### config.mk
export PLATFORM = sky130hd
export DESIGN_NAME = jk_mod_counter
export DESIGN_NICKNAME = d
export VERILOG_FILES = /design/src/rtl/jk_cnt_pkg.sv /design/src/rtl/jk_cnt_stage.sv /design/src/rtl/jk_mod_counter.sv
export SDC_FILE = /design/constraint.sdc
export NUM_CORES = 1
export LEC_CHECK = 0
export ABC_CLOCK_PERIOD_IN_PS = 2000
export CAP_MARGIN = 10
export CELL_PAD_IN_SITES_DETAIL_PLACEMENT = 1
export CELL_PAD_IN_SITES_GLOBAL_PLACEMENT = 2
export CORE_MARGIN = 2
export CORE_UTILIZATION = 25
export DETAILED_ROUTE_END_ITERATION = 16
export GPL_ROUTABILITY_DRIVEN = 0
export PLACE_DENSITY_LB_ADDON = 0.1
export SLEW_MARGIN = 10
export SYNTH_ARGS = -nofsm -noshare
export SYNTH_HDL_FRONTEND = slang
export SYNTH_SLANG_ARGS = --single-unit
### constraint.sdc
create_clock -name clk -period 2 [get_ports clk]
set_input_delay 0.2 -clock clk [delete_from_list [all_inputs] [get_ports clk]]
set_output_delay 0.2 -clock clk [all_outputs]
set_load 0.02 [all_outputs]
### src/rtl/jk_cnt_pkg.sv
// Shared types and terminal-value helpers for the JK-based modulo counter.
package jk_cnt_pkg;

  typedef enum logic {
    CNT_DOWN = 1'b0,
    CNT_UP   = 1'b1
  } cnt_dir_e;

  localparam int unsigned ZERO = 0;

  function automatic int unsigned cnt_max(input int unsigned modulus);
    return modulus - 1;
  endfunction

endpackage

### src/rtl/jk_cnt_stage.sv
// One JK flip-flop state bit with asynchronous active-low clear.
module jk_cnt_stage (
  input  logic clk,
  input  logic cr,
  input  logic j,
  input  logic k,
  output logic q
);

  logic q_d;
  logic q_q;

  always_comb begin
    case ({j, k})
      2'b10:   q_d = 1'b1;
      2'b01:   q_d = 1'b0;
      2'b11:   q_d = ~q_q;
      default: q_d = q_q;
    endcase
  end

  always_ff @(posedge clk or negedge cr) begin
    if (!cr) q_q <= 1'b0;
    else     q_q <= q_d;
  end

  assign q = q_q;

endmodule

### src/rtl/jk_mod_counter.sv
// Modulo-N up/down counter built from JK stages with load, enable, tc and wrap.
// Define JK_CNT_SATURATE_EN to hold at the terminal values instead of wrapping.
module jk_mod_counter
  import jk_cnt_pkg::*;
#(
  parameter int WIDTH   = 4,
  parameter int MODULUS = 10
) (
  input  logic             clk,
  input  logic             cr,
  input  logic             en,
  input  logic             up,
  input  logic             load,
  input  logic [WIDTH-1:0] d,
  output logic [WIDTH-1:0] q,
  output logic             tc,
  output logic             wrap
);

  localparam logic [WIDTH-1:0] MAX_V  = WIDTH'(cnt_max(MODULUS));
  localparam logic [WIDTH-1:0] ZERO_V = WIDTH'(ZERO);
  localparam logic [WIDTH:0]   MOD_V  = (WIDTH + 1)'(MODULUS);

  cnt_dir_e         dir;
  logic [WIDTH-1:0] cnt;
  logic [WIDTH-1:0] nxt;
  logic [WIDTH-1:0] j;
  logic [WIDTH-1:0] k;
  logic             upd;
  logic             at_term;
  logic             tc_c;
  logic             wrap_d;
  logic             wrap_q;

  assign dir = cnt_dir_e'(up);

  always_comb begin
    at_term = (dir == CNT_UP) ? (cnt == MAX_V) : (cnt == ZERO_V);
    tc_c    = en & ~load & at_term;
    nxt     = cnt;
    upd     = 1'b0;
    if (load) begin
      upd = 1'b1;
      nxt = ({1'b0, d} < MOD_V) ? d : MAX_V;
    end else if (en) begin
      upd = 1'b1;
      if (at_term) begin
`ifdef JK_CNT_SATURATE_EN
        nxt = cnt;
`else
        nxt = (dir == CNT_UP) ? ZERO_V : MAX_V;
`endif
      end else if (dir == CNT_UP) begin
        // An out-of-range count (only possible without a full binary range) recovers to zero.
        nxt = (cnt > MAX_V) ? ZERO_V : cnt + 1'b1;
      end else begin
        nxt = cnt - 1'b1;
      end
    end
    j = {WIDTH{upd}} & nxt;
    k = {WIDTH{upd}} & ~nxt;
  end

`ifdef JK_CNT_SATURATE_EN
  assign wrap_d = 1'b0;
`else
  assign wrap_d = tc_c;
`endif

  for (genvar i = 0; i < WIDTH; i++) begin : g_stage
    jk_cnt_stage u_stage (
      .clk (clk),
      .cr  (cr),
      .j   (j[i]),
      .k   (k[i]),
      .q   (cnt[i])
    );
  end

  always_ff @(posedge clk or negedge cr) begin
    if (!cr) wrap_q <= 1'b0;
    else     wrap_q <= wrap_d;
  end

  assign q    = cnt;
  assign tc   = tc_c;
  assign wrap = wrap_q;

endmodule

; ---- After elaboration in Yosys (flattened, before gate mapping)
; Cells that the tools add are included.
[totals]
regBits = 5
in_bits = 9
out_inout_bits = 6
word_cells = 51
[classes]
addsub = 2
magnitude_cmp = 2
n_eq_ne = 13
mux = 14
bitwise_logic = 10
reduce_logical = 5
[op_table]
columns = op, count
row1 = 2-to-1 mux 4 bit, 7
row2 = "== test 2 bit, second input constant", 8
row3 = case mux 1 bit (3 select lines), 4
row4 = nonzero test 3 bit, 4
row5 = AND 4 bit, 2
row6 = "== test 2 x 1 -> 1 bit, second input constant", 4
row7 = inverter 1 bit, 5
row8 = "adder 4 x 1 -> 4 bit, second input constant", 1
row9 = "== test 4 bit, second input constant", 1
row10 = "> comparator 4 bit, second input constant", 1
row11 = logical NOT 4 bit, 1
row12 = "less-than comparator 4 bit, second input constant", 1
row13 = inverter 4 bit, 1
row14 = "subtractor 4 x 1 -> 4 bit, second input constant", 1
row15 = 2-to-1 mux 1 bit, 3
row16 = AND 1 bit, 2

; ---- Logic depth before layout (Yosys ltp)
[logic_depth]
word_depth = 10
mapped_depth = 6
mapped_depth_nobuf = 6

; ---- Modules after synthesis
; A second synthesis with hierarchy kept.
[hier_totals]
cells_unflattened = 65
area_unflattened_um2 = 525.5
[by_module_without_submodules]
columns = module, n_inst, cells_each, area_each_um2
row1 = jk_mod_counter, 1, 53, 390.4
row2 = jk_cnt_stage, 4, 3, 33.8

; ---- Worst setup path after synthesis
; No wires, ideal clock.
[synth_path]
path_type = register -> output
from = reg g_stage[0].u_stage.q_q
to = out tc
t_arrival_ns = 1.500
path_slack_ns = 0.300
path_stages_with_launch = 6
cell_sequence = dfrtp_1 inv_1 ha_1 nor3b_2 nor2b_1 nor3b_1
[synth_between]
elab_chain_len = 3
[synth_lines]
columns = element, line_no
row1 = start: declaration, jk_cnt_stage.sv:11  ; logic q_q;
row2 = start signal: assignment, jk_cnt_stage.sv:24  ; else q_q <= q_d;
row3 = == test 4 bit / logical NOT 4 bit (equally long branches), jk_mod_counter.sv:38  ; at_term = (dir == CNT_UP) ? (cnt == MAX_V) : (cnt == ZERO_V);
row4 = 2-to-1 mux 1 bit (*), jk_mod_counter.sv:38
row5 = AND 1 bit (*), jk_mod_counter.sv:39  ; tc_c = en & ~load & at_term;
row6 = end: declaration, jk_mod_counter.sv:16  ; output logic tc,
; Mark *: on every way between the ends. The rest lies on a longest branch, timed or not.

; ---- Worst setup path after layout
; Ends and elaborated chain as after synthesis.

==> results.py <==
metrics = {
    "status": {
        "outcome": "completed",
    },
    "final_layout": {
        "drive_above_1_share_pct": 20.8,
        "fin_area_um2": 694,
        "fillers": 230,
        "fin_nets": 90,
        "diodes": 0,
        "final_common_cell": "clkdlybuf4s50_1",
        "final_cell_mix": "13 x clkdlybuf4s50_1, 11 x buf_4, 5 x o21ai_1, 5 x dfrtp_1",
        "final_cells": 102,
        "areaGrowthSynthToFinish_pct": 44.5,
    },
    "clock_network": {
        "clock_latency_ns": 0.24,
        "cts_resized": 1,
        "clock-sinks": 5,
        "root_buffer": "clkbuf_4",
        "cts_max_level": 1,
        "clk_pin_slew_worst_paths_ns": 0.05,
        "cts_tree": "built",
        "hold_buffers": 0,
        "clockBufferDepth": 2,
        "cts_made_buffers": 3,
        "postCtsSetupBuffers": 0,
    },
    "logic_synthesis": {
        "synth_top_family_by_area": "compound AO/OA/AOI/OAI gates",
        "synth-edff-count": 0,
        "synth-main-ff-cell": "dfrtp_1",
        "synth-compound-area-share_pct": 22.7,
        "yosys_register_bits": 5,
        "synth_cell_types": 30,
        "yosys_warnings": 0,
        "yosys.area_share.simple_pct": 21.9,
        "synthMuxAreaShare_pct": 2.08,
        "syn-cell-area_um2": 480,
        "postSynth.asyncResetShare_pct": 100,
        "netlist_instances": 56,
        "syn_area_per_cell_um2": 8.58,
        "ys_seq_area_share_pct": 26.0,
        "syn_nets": 68,
        "synth_fa_ha_area_share_pct": 7.81,
        "synthXorXnorAreaFrac_pct": 3.65,
    },
    "place": {
        "dpl_cell_area_um2": 673,
        "dp_hpwl_um": 1120,
        "dp.cells": 98,
        "io_buffers": 14,
    },
    "die": {
        "row_count": 15,
        "initial_core_util_pct": 27.2,
        "dieArea_um2": 2290,
        "io_pins": 15,
        "die_w_um": 47.8,
        "design.core.area_um2": 1760,
        "chipHeight_um": 47.8,
    },
    "timing": {
        "finalWorstPathRequiredPeriod_ns": 1.79,
        "whs_ns": 0.176,
        "finalSetupTns_ns": 0,
        "relSlewSlack_pct": 83.3,
        "fmaxAchievable_mhz": 558,
        "setup_viol": 0,
        "period_share_pct": 89.7,
        "tightest_slew_ns": 0.249,
        "rsz0062_at_grt": "no",
        "skew_ns": 0.00281,
        "hold_viol": 0,
        "drv_slew": 0,
    },
    "drt": {
        "avgRoutedWirePerCell_um": 13.2,
        "routed_wl_um": 1350,
        "drtIter0Drc": 0,
        "firstDrtPassIters": 1,
        "vias_per_cell": 4.66,
        "postRouteAntennaNets": 0,
        "vias": 475,
        "remaining_drc_errors": 0,
    },
    "run": {
        "max_cap_violations": 0,
    },
    "worst_setup_path": {
        "cpMaxStageDelayCell": "dfrtp_1",
        "worstPathMaxFanout": 3,
        "path_cells": "inv_1, ha_1, nor3b_2, nor2b_1, nor3b_1, clkbuf_2",
        "cp-start-kind": "register",
        "endpoint_kind": "output port",
        "critical_path_arrival_ns": 1.59,
        "r2r_setup_slack_ns": 0.44,
        "critical_path_required_ns": 1.80,
        "path_class": "register to output port",
        "max_stage_delay_ns": 0.39,
    },
    "global_route": {
        "antenna_found_initial": 0,
        "top_usage_layer": "met2",
        "overflow": 0,
        "gr-usage-met1_pct": 17.8,
        "grtUsageMet3_pct": 5.66,
        "first_global_vias": 488,
        "grtUsageMet2_pct": 24.0,
        "grt_max_degree": 12,
        "grt_pass1_wl_um": 2170,
        "grtUsageTotal_pct": 14.1,
    },
    "pwr": {
        "powerDensity_nw_per_um2": 677,
        "power_w": 0.000470,
        "leakage_nw": 0.296,
        "vdd_drop_max_v": 0.000359,
    },
    "hold_path": {
        "hold_path.class": "primary input to asynchronous set/reset pin",
    },
}
==> final cells by class <==
type	instances	area, um^2	share of cell area (%)
multi-input combinational	39	279	40.2
timing repair buffer	25	218	31.4
sequential	5	125	18.0
tap	25	31.3	4.50
clock buffer	4	26.3	3.78
inverter	4	15.0	2.16
==> kinds of logic (layout without fill, tap and decap cells) <==
family                     after synthesis  in the layout
AOI/OAI and AO/OA                       17             17
buffers and inverters                   12             33
and+or+nand+nor                         16             16
muxes                                    1              1
DFF                                      5              5
adders and majority gates                3              3
xor gates and xnor gates                 2              2
==> routing by layer <==
metal / vias to the layer above / share of wire (%)
li1: 239 / -
met1: 224 / 47
met2: 12 / 50
met3: 0 / 2.8
met4: 0 / 0
met5: - / 0
==> through the flow <==
stage,util (%),setup slack [ns]
global placement,38.2,-0.0860
floorplan,-,0.300
detailed placement,38.2,-0.128
finish,39.4,0.207
CTS,39.6,0.0238
global route,39.4,0.0504
==> report_power, final <==
group	internal (W)	switching, W	total, W	leakage, nW
registers	0.000114	0.0000108	0.000125	0.0635
logic	0.000115	0.000113	0.000228	0.218
clock network	0.0000754	0.0000418	0.000117	0.0150
==> Yosys cell counts (2+ instances only) <==
cell type | instances | area (um^2)
nor3b_1 | 2 | 15.0
o21ai_0 | 2 | 10.0
xor2_1 | 2 | 17.5
inv_1 | 4 | 15.0
dfrtp_1 | 5 | 125
o21ai_1 | 5 | 25.0
a21oi_1 | 3 | 15.0
buf_4 | 6 | 45.0
ha_1 | 3 | 37.5
nor2b_1 | 4 | 25.0
==> flip-flops by register name, summed over array words and instances (netlist names) <==
register and cells:
g_stage.u_stage.q 4, wrap 1
==> path summary, 6_finish.rpt <==
check	cells past startpoint	endpoint	start
setup reg to reg	6	g_stage[0].u_stage.q	g_stage[0].u_stage.q
hold / removal	1	g_stage[0].u_stage.q	cr
min in group clk	1	wrap	g_stage[2].u_stage.q
setup / recovery	6	tc	g_stage[0].u_stage.q
hold reg to reg	1	wrap	g_stage[2].u_stage.q
max in group asynchronous	1	g_stage[3].u_stage.q	cr
==> worst max-delay path, delay by kind of cell, from the launching register on <==
family / cells / cell delay, ns
simple gates: 3 / 0.49
flops: 1 / 0.39
buf+inv: 2 / 0.30
fa+ha+maj: 1 / 0.17
Power figures use the tool's default switching activity.
